===== src/rtl/uart_pkg.sv =====
// uart_pkg: shared state type, timing constants and the parity helper for
// the UART receiver. Build option: define UARTRX_PARITY_EN to add the
// parity bit (and the PARITY state) to the frame.
package uart_pkg;

   // Clock cycles per serial bit. The receiver's 4-bit counter covers this rate only.
   localparam int         OVERSAMPLE         = 16;
   // Counter value at the middle of the start bit.
   localparam logic [3:0] SAMPLE_MID         = 4'd7;
   // Counter value at the middle of the data, parity and stop bits.
   localparam logic [3:0] SAMPLE_END         = 4'd15;
   // Parity seed: 1 gives odd parity, matching the team transmitter.
   localparam logic       PARITYMODE_DEFAULT = 1'b1;

   typedef enum logic [2:0] {
      IDLE,
      START,
      DATA,
`ifdef UARTRX_PARITY_EN
      PARITY,
`endif
      STOP
   } state_t;

   // Parity bit the transmitter is expected to send for a data byte.
   function automatic logic exp_parity(input logic seed, input logic [7:0] d);
      return seed ^ (^d);
   endfunction

endpackage


===== src/rtl/uart_sync2.sv =====
// uart_sync2: two-flop synchronizer for the asynchronous serial line.
// Both stages reset to 1, which is the idle level of the line.
module uart_sync2 (
   input  logic clk,
   input  logic rst,
   input  logic d,
   output logic q
);

   logic meta;

   // Two-stage resynchronisation of d into the clk domain.
   always_ff @(posedge clk or negedge rst) begin
      if (!rst) begin
         meta <= 1'b1;
         q    <= 1'b1;
      end else begin
         meta <= d;
         q    <= meta;
      end
   end

endmodule


===== src/rtl/uartrx.sv =====
// uartrx: 8-bit UART receiver, 16x oversampled, LSB first, one stop bit.
// Build option: UARTRX_PARITY_EN inserts a parity bit between data and stop
// (expected parity = PARITYMODE ^ XOR(data)); without it perr is tied 0.
// Output handshake: rx_valid is a one-cycle strobe with no back-pressure.
// rx_data, perr and ferr change only in the cycle rx_valid is high, and
// they hold until the next frame completes, so a consumer either takes
// the byte on the strobe or reads the held value later.
// fsm_state exposes the sequencer state for debug and checkers.
module uartrx
   import uart_pkg::*;
#(
   parameter logic PARITYMODE = PARITYMODE_DEFAULT,
   parameter int   OVERSAMPLE = uart_pkg::OVERSAMPLE
) (
   input  logic       clk,
   input  logic       rst,
   input  logic       rxd,
   output logic [7:0] rx_data,
   output logic       rx_valid,
   output logic       perr,
   output logic       ferr,
   output logic       busy,
   output state_t     fsm_state
);

   // Last counter value of a full bit period.
   localparam logic [3:0] BIT_END = 4'(OVERSAMPLE - 1);

   logic       rxs;        // synchronized line
   logic       rx_hist;    // previous synchronized value, for edge detect
   logic [1:0] armed;      // cycles since reset, saturating at 3
   logic       fall;
   logic [3:0] cnt;
   logic [2:0] idx;
   logic [7:0] shift;
   logic       pend_ferr;
   logic       done;       // stop bit sampled; outputs load next cycle

   uart_sync2 u_sync (
      .clk (clk),
      .rst (rst),
      .d   (rxd),
      .q   (rxs)
   );

   // The sync flops and history flop come out of reset at 1, so a line that
   // is already low would look like a falling edge once it reaches rxs.
   // Edges are only believed after three clocks, when rx_hist holds a real
   // sample of the line.
   assign fall = (armed == 2'd3) && rx_hist && !rxs;

`ifdef UARTRX_PARITY_EN
   logic pend_perr;
`else
   logic unused_cfg;
   assign unused_cfg = PARITYMODE;
   assign perr       = 1'b0;
`endif

   // Frame sequencer with its counters, shift register and registered outputs.
   always_ff @(posedge clk or negedge rst) begin
      if (!rst) begin
         fsm_state <= IDLE;
         cnt       <= 4'd0;
         idx       <= 3'd0;
         shift     <= 8'h00;
         pend_ferr <= 1'b0;
         done      <= 1'b0;
         rx_hist   <= 1'b1;
         armed     <= 2'd0;
         rx_data   <= 8'h00;
         rx_valid  <= 1'b0;
         ferr      <= 1'b0;
         busy      <= 1'b0;
`ifdef UARTRX_PARITY_EN
         pend_perr <= 1'b0;
         perr      <= 1'b0;
`endif
      end else begin
         rx_hist  <= rxs;
         if (armed != 2'd3) begin
            armed <= armed + 2'd1;
         end
         done     <= 1'b0;
         rx_valid <= done;

         // Publish the completed frame; a new start edge detected in this
         // same cycle re-asserts busy below and wins.
         if (done) begin
            rx_data <= shift;
            ferr    <= pend_ferr;
            busy    <= 1'b0;
`ifdef UARTRX_PARITY_EN
            perr    <= pend_perr;
`endif
         end

         case (fsm_state)
            IDLE: begin
               if (fall) begin
                  fsm_state <= START;
                  cnt       <= 4'd0;
                  idx       <= 3'd0;
                  busy      <= 1'b1;
                  pend_ferr <= 1'b0;
`ifdef UARTRX_PARITY_EN
                  pend_perr <= 1'b0;
`endif
               end
            end

            START: begin
               if (cnt == SAMPLE_MID) begin
                  cnt <= 4'd0;
                  if (!rxs) begin
                     fsm_state <= DATA;
                  end else begin
                     // Line went back high before mid-bit: a glitch.
                     fsm_state <= IDLE;
                     busy      <= 1'b0;
                  end
               end else begin
                  cnt <= cnt + 4'd1;
               end
            end

            DATA: begin
               if (cnt == BIT_END) begin
                  cnt        <= 4'd0;
                  shift[idx] <= rxs;
                  idx        <= idx + 3'd1;
                  if (idx == 3'd7) begin
`ifdef UARTRX_PARITY_EN
                     fsm_state <= PARITY;
`else
                     fsm_state <= STOP;
`endif
                  end
               end else begin
                  cnt <= cnt + 4'd1;
               end
            end

`ifdef UARTRX_PARITY_EN
            PARITY: begin
               if (cnt == BIT_END) begin
                  cnt       <= 4'd0;
                  pend_perr <= (rxs != exp_parity(PARITYMODE, shift));
                  fsm_state <= STOP;
               end else begin
                  cnt <= cnt + 4'd1;
               end
            end
`endif

            STOP: begin
               if (cnt == BIT_END) begin
                  // Back to IDLE at once so a start edge right after the
                  // stop sample is caught with no idle gap.
                  cnt       <= 4'd0;
                  pend_ferr <= !rxs;
                  done      <= 1'b1;
                  fsm_state <= IDLE;
               end else begin
                  cnt <= cnt + 4'd1;
               end
            end

            default: begin
               fsm_state <= IDLE;
               cnt       <= 4'd0;
            end
         endcase
      end
   end

endmodule


===== config.mk =====
export PLATFORM = sky130hd
export DESIGN_NAME = uartrx
export DESIGN_NICKNAME = d
export VERILOG_FILES = /design/src/rtl/uart_pkg.sv /design/src/rtl/uart_sync2.sv /design/src/rtl/uartrx.sv
export SDC_FILE = /design/constraint.sdc
export NUM_CORES = 1
export LEC_CHECK = 0
export ABC_AREA = 1
export CAP_MARGIN = 20
export CORE_ASPECT_RATIO = 1.5
export CORE_MARGIN = 1
export CORE_UTILIZATION = 54
export CTS_CLUSTER_DIAMETER = 40
export DETAILED_ROUTE_END_ITERATION = 16
export GPL_TIMING_DRIVEN = 0
export HOLD_SLACK_MARGIN = 0.08
export PLACE_DENSITY_LB_ADDON = 0.05
export SYNTH_ARGS = -nofsm -noshare
export SYNTH_HDL_FRONTEND = slang
export SYNTH_HIERARCHICAL = 1
export SYNTH_SLANG_ARGS = --single-unit

===== constraint.sdc =====
create_clock -name clk -period 1.7 [get_ports clk]
set_input_delay 0.34 -clock clk [delete_from_list [all_inputs] [get_ports clk]]
set_output_delay 0.34 -clock clk [all_outputs]
set_load 0.01 [all_outputs]

# Yosys cells after proc, flatten, opt, wreduce, memory -nomap -nowiden
# Index checks and enable logic that the tools add are counted.
[op_classes]
muxes = 27
magnitude_cmp = 2
n_eq_ne = 13
n_addsub = 3
reduce_logical = 12
[op_table]
columns = ["op", "n"]
rows = [
  ["$mux W3", 7],
  ["$mux W4", 3],
  ["$ne A2 B2 Y1 const B", 6],
  ["$pmux W3 S4", 1],
  ["$pmux W4 S3", 1],
  ["$mux W1", 9],
  ["$bwmux W8", 1],
  ["$eq A3 B2 Y1 const B", 2],
  ["$pmux W3 S2", 1],
  ["$reduce_and A3 Y1", 2],
  ["$reduce_and A5 Y1", 1],
  ["$add A4 B1 Y4 const B", 1],
  ["$eq A4 B3 Y1 const B", 1],
  ["$eq A4 B4 Y1 const B", 1],
  ["$lt A3 B4 Y1 const B", 1],
  ["$pmux W1 S2", 2],
  ["$reduce_bool A2 Y1", 2],
  ["$add A3 B1 Y3 const B", 1],
  ["$demux W1 S3", 1],
  ["$eq A3 B1 Y1 const B", 1],
  ["$eq A3 B3 Y1 const B", 1],
  ["$ge A3 B1 Y1 const B", 1],
  ["$logic_and A1 B1 Y1", 3],
  ["$logic_not A3 Y1", 1],
  ["other kinds (6)", 6],
]
[word_totals]
in_bits = 3
out_inout_bits = 15
register_bits = 36

# Longest topological paths before layout
# Gate-level depths: netlist of run 1.
[logic_depth]
depth_word = 5
ltp_mapped = 8
ltp_nobuf = 8

# Cells and area by module
# The synthesis of run 1 kept the hierarchy.
[by_module_without_submodules]
columns = ["module", "seq_area_each_um2", "area_per_inst_um2", "n_inst", "cells_per_inst"]
rows = [
  ["uartrx", 827.0, 1481.4, 1, 168],
  ["uart_sync2", 52.6, 52.6, 1, 2],
]

# Worst setup path before layout of run 1
# Ideal clock, no wire load.
[synth_path]
path_type = "register -> register"
start = "register cnt[0]"
end = "register shift[7]"
required_ns = 1.572
stages_incl_launch_ff = 7
setup_ns = 0.128
path_slack_ns = 0.488
t_arrival_ns = 1.084
period_less_slack_ns = 1.212
path_cell_list = "dfrtp_1 > ha_1 > nand2_1 > nor2_4 > nand2_2 > o21ai_0 > o31ai_1"
[synth_between]
elab_chain_cells = 2
[synth_rtl]
columns = ["item", "line", "source"]
rows = [
  ["from (decl)", "uartrx.sv:33", "logic [3:0] cnt;"],
  ["from (signal assigned)", "uartrx.sv:123", "cnt <= cnt + 4'd1;"],
  ["from (signal assigned)", "uartrx.sv:140", "cnt <= cnt + 4'd1;"],
  ["from (signal assigned)", "uartrx.sv:165", "cnt <= cnt + 4'd1;"],
  ["$eq A4 B4 Y1", "uartrx.sv:128", "if (cnt == BIT_END) begin"],
  ["$reduce_and A2 Y1 (no source line)", "--", ""],
  ["to (signal, indexed assignment)", "uartrx.sv:130", "shift[idx] <= rxs;"],
  ["to (decl)", "uartrx.sv:35", "logic [7:0] shift;"],
]
# Every way passes these cells.
# A chain may end at the register's enable or synchronous reset.

# Worst setup path after layout of run 1
[layout_path]
start = "register fsm_state[1]"
end = "output port fsm_state[1]"
[layout_lines]
columns = ["item", "line", "source"]
rows = [
  ["from (decl)", "uartrx.sv:23", "output state_t fsm_state"],
  ["from (signal assigned)", "uartrx.sv:63", "fsm_state <= IDLE;"],
  ["from (signal assigned)", "uartrx.sv:101", "fsm_state <= START;"],
  ["from (signal assigned)", "uartrx.sv:116", "fsm_state <= DATA;"],
]
# No word-level cell between the ends.

==> parameters.txt, run 1 <==
Parameter                              Value

Outcome
  Status    completed

Global routing
  Largest net degree at the start of global routing    36
  Overflow after GRT    0
  Antenna violations before repair    0
  Tot GR Track Use    21.2%
  First-pass GRT wire length    4410 um
  Via count of the first global-routing pass    around 1000

CTS
  Post-CTS setup buffer count    0
  Maximum number of buffers from clock root to sink    2
  Clock tree from TritonCTS    done
  Depth of the CTS H-tree    2
  Clock insertion delay at the later pin of the skew report    about 0.29 ns
  Root buffer cell    clkbuf_8
  Number of buffers created by CTS    5
  Clock Sink Count    35
  Total of hold buffers inserted after clock tree synthesis    0
  Register clock-pin slew on the reported worst setup and hold paths    ~0.07 ns

Route
  Avg Vias per Cell    4.83
  Number of nets with antenna violations after detailed routing    0
  Detailed-route via count    1116
  Routed wirelength normalized by instance count    11.1 um
  Iteration-0 DRC count of the detailed router    33
  DRC violations left    0
  Wirelength, routed    2550 um
  Detailed Routing Iterations Pass 1    4

Critical path
  Type of the setup path with the least slack    flip-flop to primary output
  Critical path endpoint category    primary output
  Flop2flop setup slack    ~0.32 ns
  RR Startpoint    cnt[0]
  WP data required    ~1.4 ns
  Crit path max-delay family    buffers and inverters
  Startpoint type of the worst setup path    flip-flop
  Top fanout value on the critical path    7
  Buffers plus inverters on the worst setup path    1
  Worst setup path startpoint    fsm_state[1]
  Reg-to-reg critical path endpoint    shift[4]
  Critical-path cell with the highest stage delay    clkdlybuf4s50_1
  Arrival time of the worst setup path    1.28 ns
  Slowest cell delay on critical path    0.56 ns
  Series of cell instances along the critical path    clkdlybuf4s50_1
  Depth of the worst register-to-register path    6

Cells and area
  Final net count    200
  Area Overhead vs Synth    19.6%
  Final Instance Count excl. Fillers    roughly 230
  Ant diodes    0
  Share of post-route cells with drive strength above 1    between 10% and 20%

Yosys
  Synthesized flop and latch total    35
  Async set-or-reset flop fraction in the synthesized netlist    100%
  Area of the mapped netlist    between 1500 and 2000 um2
  Predominant post-synthesis flop cell    dfrtp_1
  Post-Synthesis Mean Instance Area    9.02 um2
  Cell count after synthesis    170
  Sequential share of the synthesized area    between 50 and 60%
  Count of different cell masters after synthesis    24
  Yosys warning count    6
  EDFF count, synth    0

Pwr
  Switch Pwr    0.718 mW
  Clock network fraction of total power    29.0%
  Total power    ~2.3 mW
  Internal power component    around 1.5 mW
  Power density of the placed cells    1240 nW/um2
  Maximum VDD drop    1020 uV
  Cell leakage power    approximately 0.91 nW
  Combinational Power Share    24.8%
  Sw Share    between 30% and 40%
  Share of total power in sequential cells    46.3%

STA
  Post-layout min period    1.62 ns
  Hold Fails Final Rpt    0
  Fmax    around 620 MHz
  Relative slew slack    about half
  Slew at the pin with the worst max-slew slack    0.736 ns
  Setup repair after global routing missed its margin    false
  Period Utilization, post-route    a little over nine tenths
  Total count of max-transition violations in the final report    0
  Setup Viol. Count Final    0
  Final setup skew    0.00844 ns

Floorplan
  Width of the chip    45.5 um
  Floorplan row count    23
  Die ar.    3060 um2
  Effective utilization at floorplan    57.3%
  IO Pins    18
  Die extent in y    between 60 and 70 um
  Floorplan Core Area    2680 um2

Flow run
  Max_cap viols    0

Min path
  Class of the most critical hold timing path    primary input to async pin

Placed design
  Total instance count after detailed placement    223
  Final HPWL DP    1910 um
  Count of input and output buffers    15
  Gpl congestion    0.807
through the flow:
stage	instance area [um2]	util, %	hold WS, ns	setup WS, ns	TNS [ns]
CTS	1830	68.5	0.126	0.0667	0
global placement	1730	64.8	0.346	-0.340	-10.99
global route	1830	68.5	0.170	0.0518	0
finish	1830	68.5	0.107	0.0798	0
detailed placement	1730	64.6	0.351	0.319	0
floorplan	1540	-	0.0444	0.488	0
worst max path at each step:
| stage | to | slack, ns | depth (start not counted) |
|---|---|---|---|
| after floorplan | shift[7] | 0.49 | 6 |
| after global placement | idx[2] | -0.34 | 1 |
| after detailed placement | fsm_state[1] | 0.32 | 1 |
| after CTS | fsm_state[1] | 0.07 | 1 |
| after global routing | fsm_state[1] | 0.05 | 1 |
| final | fsm_state[1] | 0.08 | 1 |
cell families after synthesis:
logic type	Yosys count	share of synthesized area, %
fa+ha+maj	4	3.26
mux	1	0.734
simple gates	84	23.2
buf+inv	18	4.98
xor+xnor	2	1.14
flops	35	57.3
compound gates	25	9.14
other cells	1	0.244
per-layer routing:
layer,track usage (%),vias to the layer above,routed length [um]
li1,-,587,-
met1,22.9,494,1050
met2,34.8,28,1320
met3,6.42,7,109
met4,13.6,0,76
met5,0,-,0
worst reg2reg max path, cell delays in order (launching register included):
cell,delay [ns]
dfrtp_1,0.38
ha_1,0.22
nand2_1,0.12
nor2_4,0.13
nand2_2,0.11
o21ai_0,0.20
o31ai_1,0.10
sequential cells by signal (all words and copies together) (netlist names):
register     count
armed            2
rx_valid         1
u_sync/meta      1
u_sync/q         1
ferr             1
idx              3
done             1
cnt              4
shift            8
pend_ferr        1
rx_hist          1
rx_data          8
fsm_state        2
busy             1
area by class of cell:
cell class / instances / area [um2]
plain buffers: 3 / 20.0
clock buffers: 7 / 96.3
clock inverters: 1 / 7.51
fillers: 241 / 842
inverters: 15 / 56.3
multi-input cells: 118 / 582
flip-flops and latches: 35 / 881
well taps: 37 / 46.3
repair buffers: 15 / 145
power groups by stage:
stage | clock network, mW | registers, mW | logic [mW]
after floorplan | 0 | 1.06 | 0.366
after global placement | 0 | 1.06 | 0.539
after detailed placement | 0 | 1.06 | 0.558
after CTS | 0.676 | 1.05 | 0.563
after global routing | 0.706 | 1.06 | 0.656
final | 0.657 | 1.05 | 0.561
cells in the final DEF, fill, tap and decap left out, drive strengths merged, types with 3 or more instances in the layout:
cell            n
dfrtp          32
nand3           9
nor2           14
o31ai           3
nand2          60
buf             4
dfstp           3
clkdlybuf4s50  14
o21ai          16
inv            13
a21oi           5
ha              4
clkbuf          7
cells in the mapped netlist (2+ instances only):
master | number | area, um2
o31ai_1 | 3 | 22.5
inv_1 | 13 | 48.8
ha_1 | 4 | 50.1
o21ai_1 | 5 | 25.0
a21oi_1 | 5 | 25.0
nand2_1 | 57 | 214
nor2_4 | 2 | 22.5
nand2_2 | 2 | 12.5
dfstp_2 | 3 | 78.8
nand3_1 | 9 | 45.0
o21ai_0 | 10 | 50.1
clkinv_1 | 2 | 7.51
dfrtp_1 | 32 | 801
nor2_1 | 12 | 45.0
buf_4 | 2 | 15.0
repair_timing:
item | in CTS | in global routing
endpoints found under the hold margin | 0 | 0
resized for setup | 1 | 0
setup endpoints to repair | 1 | 0
No activity file was read; power rests on OpenSTA's default activity.
==> inputs of run 2 (changes only) <==
--- a/config.mk
+++ b/config.mk
@@ -5,12 +5,11 @@
 export SDC_FILE = /design/constraint.sdc
 export NUM_CORES = 1
 export LEC_CHECK = 0
-export ABC_AREA = 1
 export CAP_MARGIN = 20
 export CORE_ASPECT_RATIO = 1.5
 export CORE_MARGIN = 1
 export CORE_UTILIZATION = 54
-export CTS_CLUSTER_DIAMETER = 40
+export CTS_CLUSTER_DIAMETER = 30
 export DETAILED_ROUTE_END_ITERATION = 16
 export GPL_TIMING_DRIVEN = 0
 export HOLD_SLACK_MARGIN = 0.08
==> run 2 against run 1 <==
Against the previous run: sequential cell count unchanged; critical endpoint is now idx[2]; synthesized cell count fell by 28%; wire length rose by 8.2%; critical path type is now flip-flop to flip-flop; via count down 9.1%; highest routed layer unchanged; largest power group unchanged.
==> parameters.txt, run 2 <==
Parameter                              Value

Outcome
  Status    completed

Floorplan
  IO Pins    18
  Die extent in y    68.8 um
  Effective utilization at floorplan    58.7%
  Die ar.    3200 um2
  Width of the chip    46.5 um
  Floorplan Core Area    2730 um2
  Floorplan row count    23

Critical path
  Critical-path cell with the highest stage delay    dfrtp_1
  Crit path max-delay family    flip-flops
  Type of the setup path with the least slack    flip-flop to flip-flop
  Top fanout value on the critical path    4
  Slowest cell delay on critical path    approximately 0.37 ns
  CP Depth    4
  Arrival time of the worst setup path    approximately 1.7 ns
  Series of cell instances along the critical path    ha_1 -> nand3b_1 -> o22ai_2 -> mux2_1
  Buffers plus inverters on the worst setup path    0
  Startpoint type of the worst setup path    flip-flop
  WP data required    1.86 ns
  Depth of the worst register-to-register path    4
  Critical path endpoint category    flip-flop

Pwr
  Maximum VDD drop    about 730 uV
  Internal power component    1.46 mW
  Total power    2.11 mW
  Power density of the placed cells    1120 nW/um2
  Switch Pwr    0.648 mW
  Share of total power in sequential cells    45.0%
  Cell leakage power    about 0.88 nW
  Combinational Power Share    28.6%
  Clock network fraction of total power    26.4%
  Sw Share    30.7%

Cells and area
  Post-Layout Inst Area    roughly 1900 um2
  Multi-input logic area    673 um2
  Most frequent standard cell in the layout excluding fill and tap cells    dfrtp_1
  Area Overhead vs Synth    17.6%
  Ant diodes    0
  Share of post-route cells with drive strength above 1    between 30% and 40%
  Final Instance Count excl. Fillers    approximately 180
  Filler Cells Inserted    210
  Final net count    153
  Largest registers    rx_data (8), shift (8), cnt (4)
  Commonest non-fill, non-tap cells in the layout    dfrtp_1, mux2_2, clkdlybuf4s50_1
  Flip-flop and latch area    880 um2

Global routing
  Tot GR Track Use    21.4%
  First-pass GRT wire length    4640 um
  Largest net degree at the start of global routing    36
  Via count of the first global-routing pass    1025
  Antenna violations before repair    0
  Overflow after GRT    0

Flow run
  Max_cap viols    0

Route
  Wirelength, routed    around 2800 um
  Number of nets with antenna violations after detailed routing    0
  DRC violations left    0
  Iteration-0 DRC count of the detailed router    7
  Detailed-route via count    1015
  Avg Vias per Cell    roughly 5.5
  Routed wirelength normalized by instance count    15.0 um
  Detailed Routing Iterations Pass 1    3

Yosys
  Post-Synthesis Mean Instance Area    13.0 um2
  Top area cells in the synthesized netlist    dfrtp_1, mux2_2, dfstp_2, ha_1, nor2_1
  Predominant post-synthesis flop cell    dfrtp_1
  Sequential share of the synthesized area    a little over half
  Count of different cell masters after synthesis    42
  Cell count after synthesis    123
  EDFF count, synth    0
  Synthesized flop and latch total    35
  Async set-or-reset flop fraction in the synthesized netlist    100%
  Most common library cells after synthesis    dfrtp_1, mux2_2, nor2_1
  Yosys warning count    6
  Cell with the most instances after synthesis    dfrtp_1
  Top-area cell type share of the netlist area    roughly half
  Area of the mapped netlist    1600 um2
  Cell type with the highest aggregate area in the netlist    dfrtp_1

CTS
  Clock Sink Count    35
  Clock tree from TritonCTS    done
  Number of buffers created by CTS    5
  Clock insertion delay at the later pin of the skew report    0.28 ns
  Post-cts resize count    0
  Maximum number of buffers from clock root to sink    2
  Post-CTS setup buffer count    0
  Depth of the CTS H-tree    2
  Total of hold buffers inserted after clock tree synthesis    0
  Register clock-pin slew on the reported worst setup and hold paths    0.07 ns
  Root buffer cell    clkbuf_8

STA
  Post-layout min period    1.54 ns
  Relative slew slack    49.8%
  Worst hold margin    0.124 ns
  Final setup skew    0.00801 ns
  Setup Viol. Count Final    0
  Hold Fails Final Rpt    0
  Setup repair after global routing missed its margin    false
  Fmax    approximately 650 MHz
  Aggregate negative setup slack    0 ns
  Period Utilization, post-route    90.4%
  Slew at the pin with the worst max-slew slack    0.753 ns
  Total count of max-transition violations in the final report    0

Placed design
  Final HPWL DP    1960 um
  Total instance count after detailed placement    176
  Gpl congestion    just under 0.8
  Count of input and output buffers    15
  Area of placed instances    1800 um2

Min path
  Class of the most critical hold timing path    primary input to async pin
-- run 2: changes by cell type in the layout (fill, tap and decap cells not counted), sizes merged, moves of 4 or more --
| cell | change |
|---|---|
| a21oi | -4 |
| buf | +4 |
| inv | -11 |
| mux2 | +19 |
| nand2 | -57 |
| nand3 | -5 |
| o21ai | -12 |
-- run 2: worst paths after layout --
check,slack [ns],to,startpoint
max,0.16,idx[2],armed[0]
min,0.12,armed[0],rst
max reg2reg,0.16,idx[2],armed[0]
min reg2reg,0.37,u_sync/q,u_sync/meta
max in group asynchronous,1.09,shift[5],rst
min in group clk,0.37,u_sync/q,u_sync/meta
-- run 2: cell families (layout without fill, tap and decap cells) --
family                     Yosys count  after routing  synth area share (%)
adders and majority gates            4              4                  3.12
buffers and inverters               10             33                  3.59
AOI/OAI and AO/OA                   13             13                  5.85
muxes                               22             22                  15.3
other                                1              2                 0.234
xor gates and xnor gates             3              3                  1.64
DFF                                 35             35                  54.8
and+or+nand+nor                     35             35                  15.4
-- run 2: through the flow --
| step | util, % | setup WS (ns) |
|---|---|---|
| detailed placement | 65.8 | 0.0865 |
| global placement | 66.0 | -0.354 |
| finish | 69.0 | 0.163 |
| floorplan | - | 0.222 |
| global route | 69.0 | 0.0682 |
| CTS | 68.9 | 0.0717 |
-- run 2: cell type report --
type / count / share of cell area (%)
plain buffers: 8 / 2.65
flip-flops and latches: 35 / 46.6
clock buffers: 5 / 3.65
multi-input cells: 79 / 35.7
clock inverters: 3 / 0.796
repair buffers: 15 / 7.70
inverters: 2 / 0.398
well taps: 37 / 2.46
-- run 2: layer usage --
layer	vias up	share of wire [%]	GRT usage, %
met5	-	0	0
met1	509	40	24.4
met4	0	2.1	9.93
met2	20	55	35.8
li1	480	-	-
met3	6	2.9	6.25
-- run 2: power groups by stage --
stage / logic, mW / clock network, mW / registers, mW
after global routing: 0.671 / 0.612 / 0.956
after global placement: 0.578 / 0 / 0.960
after CTS: 0.601 / 0.580 / 0.949
final: 0.602 / 0.557 / 0.949
after floorplan: 0.429 / 0 / 0.966
after detailed placement: 0.595 / 0 / 0.964
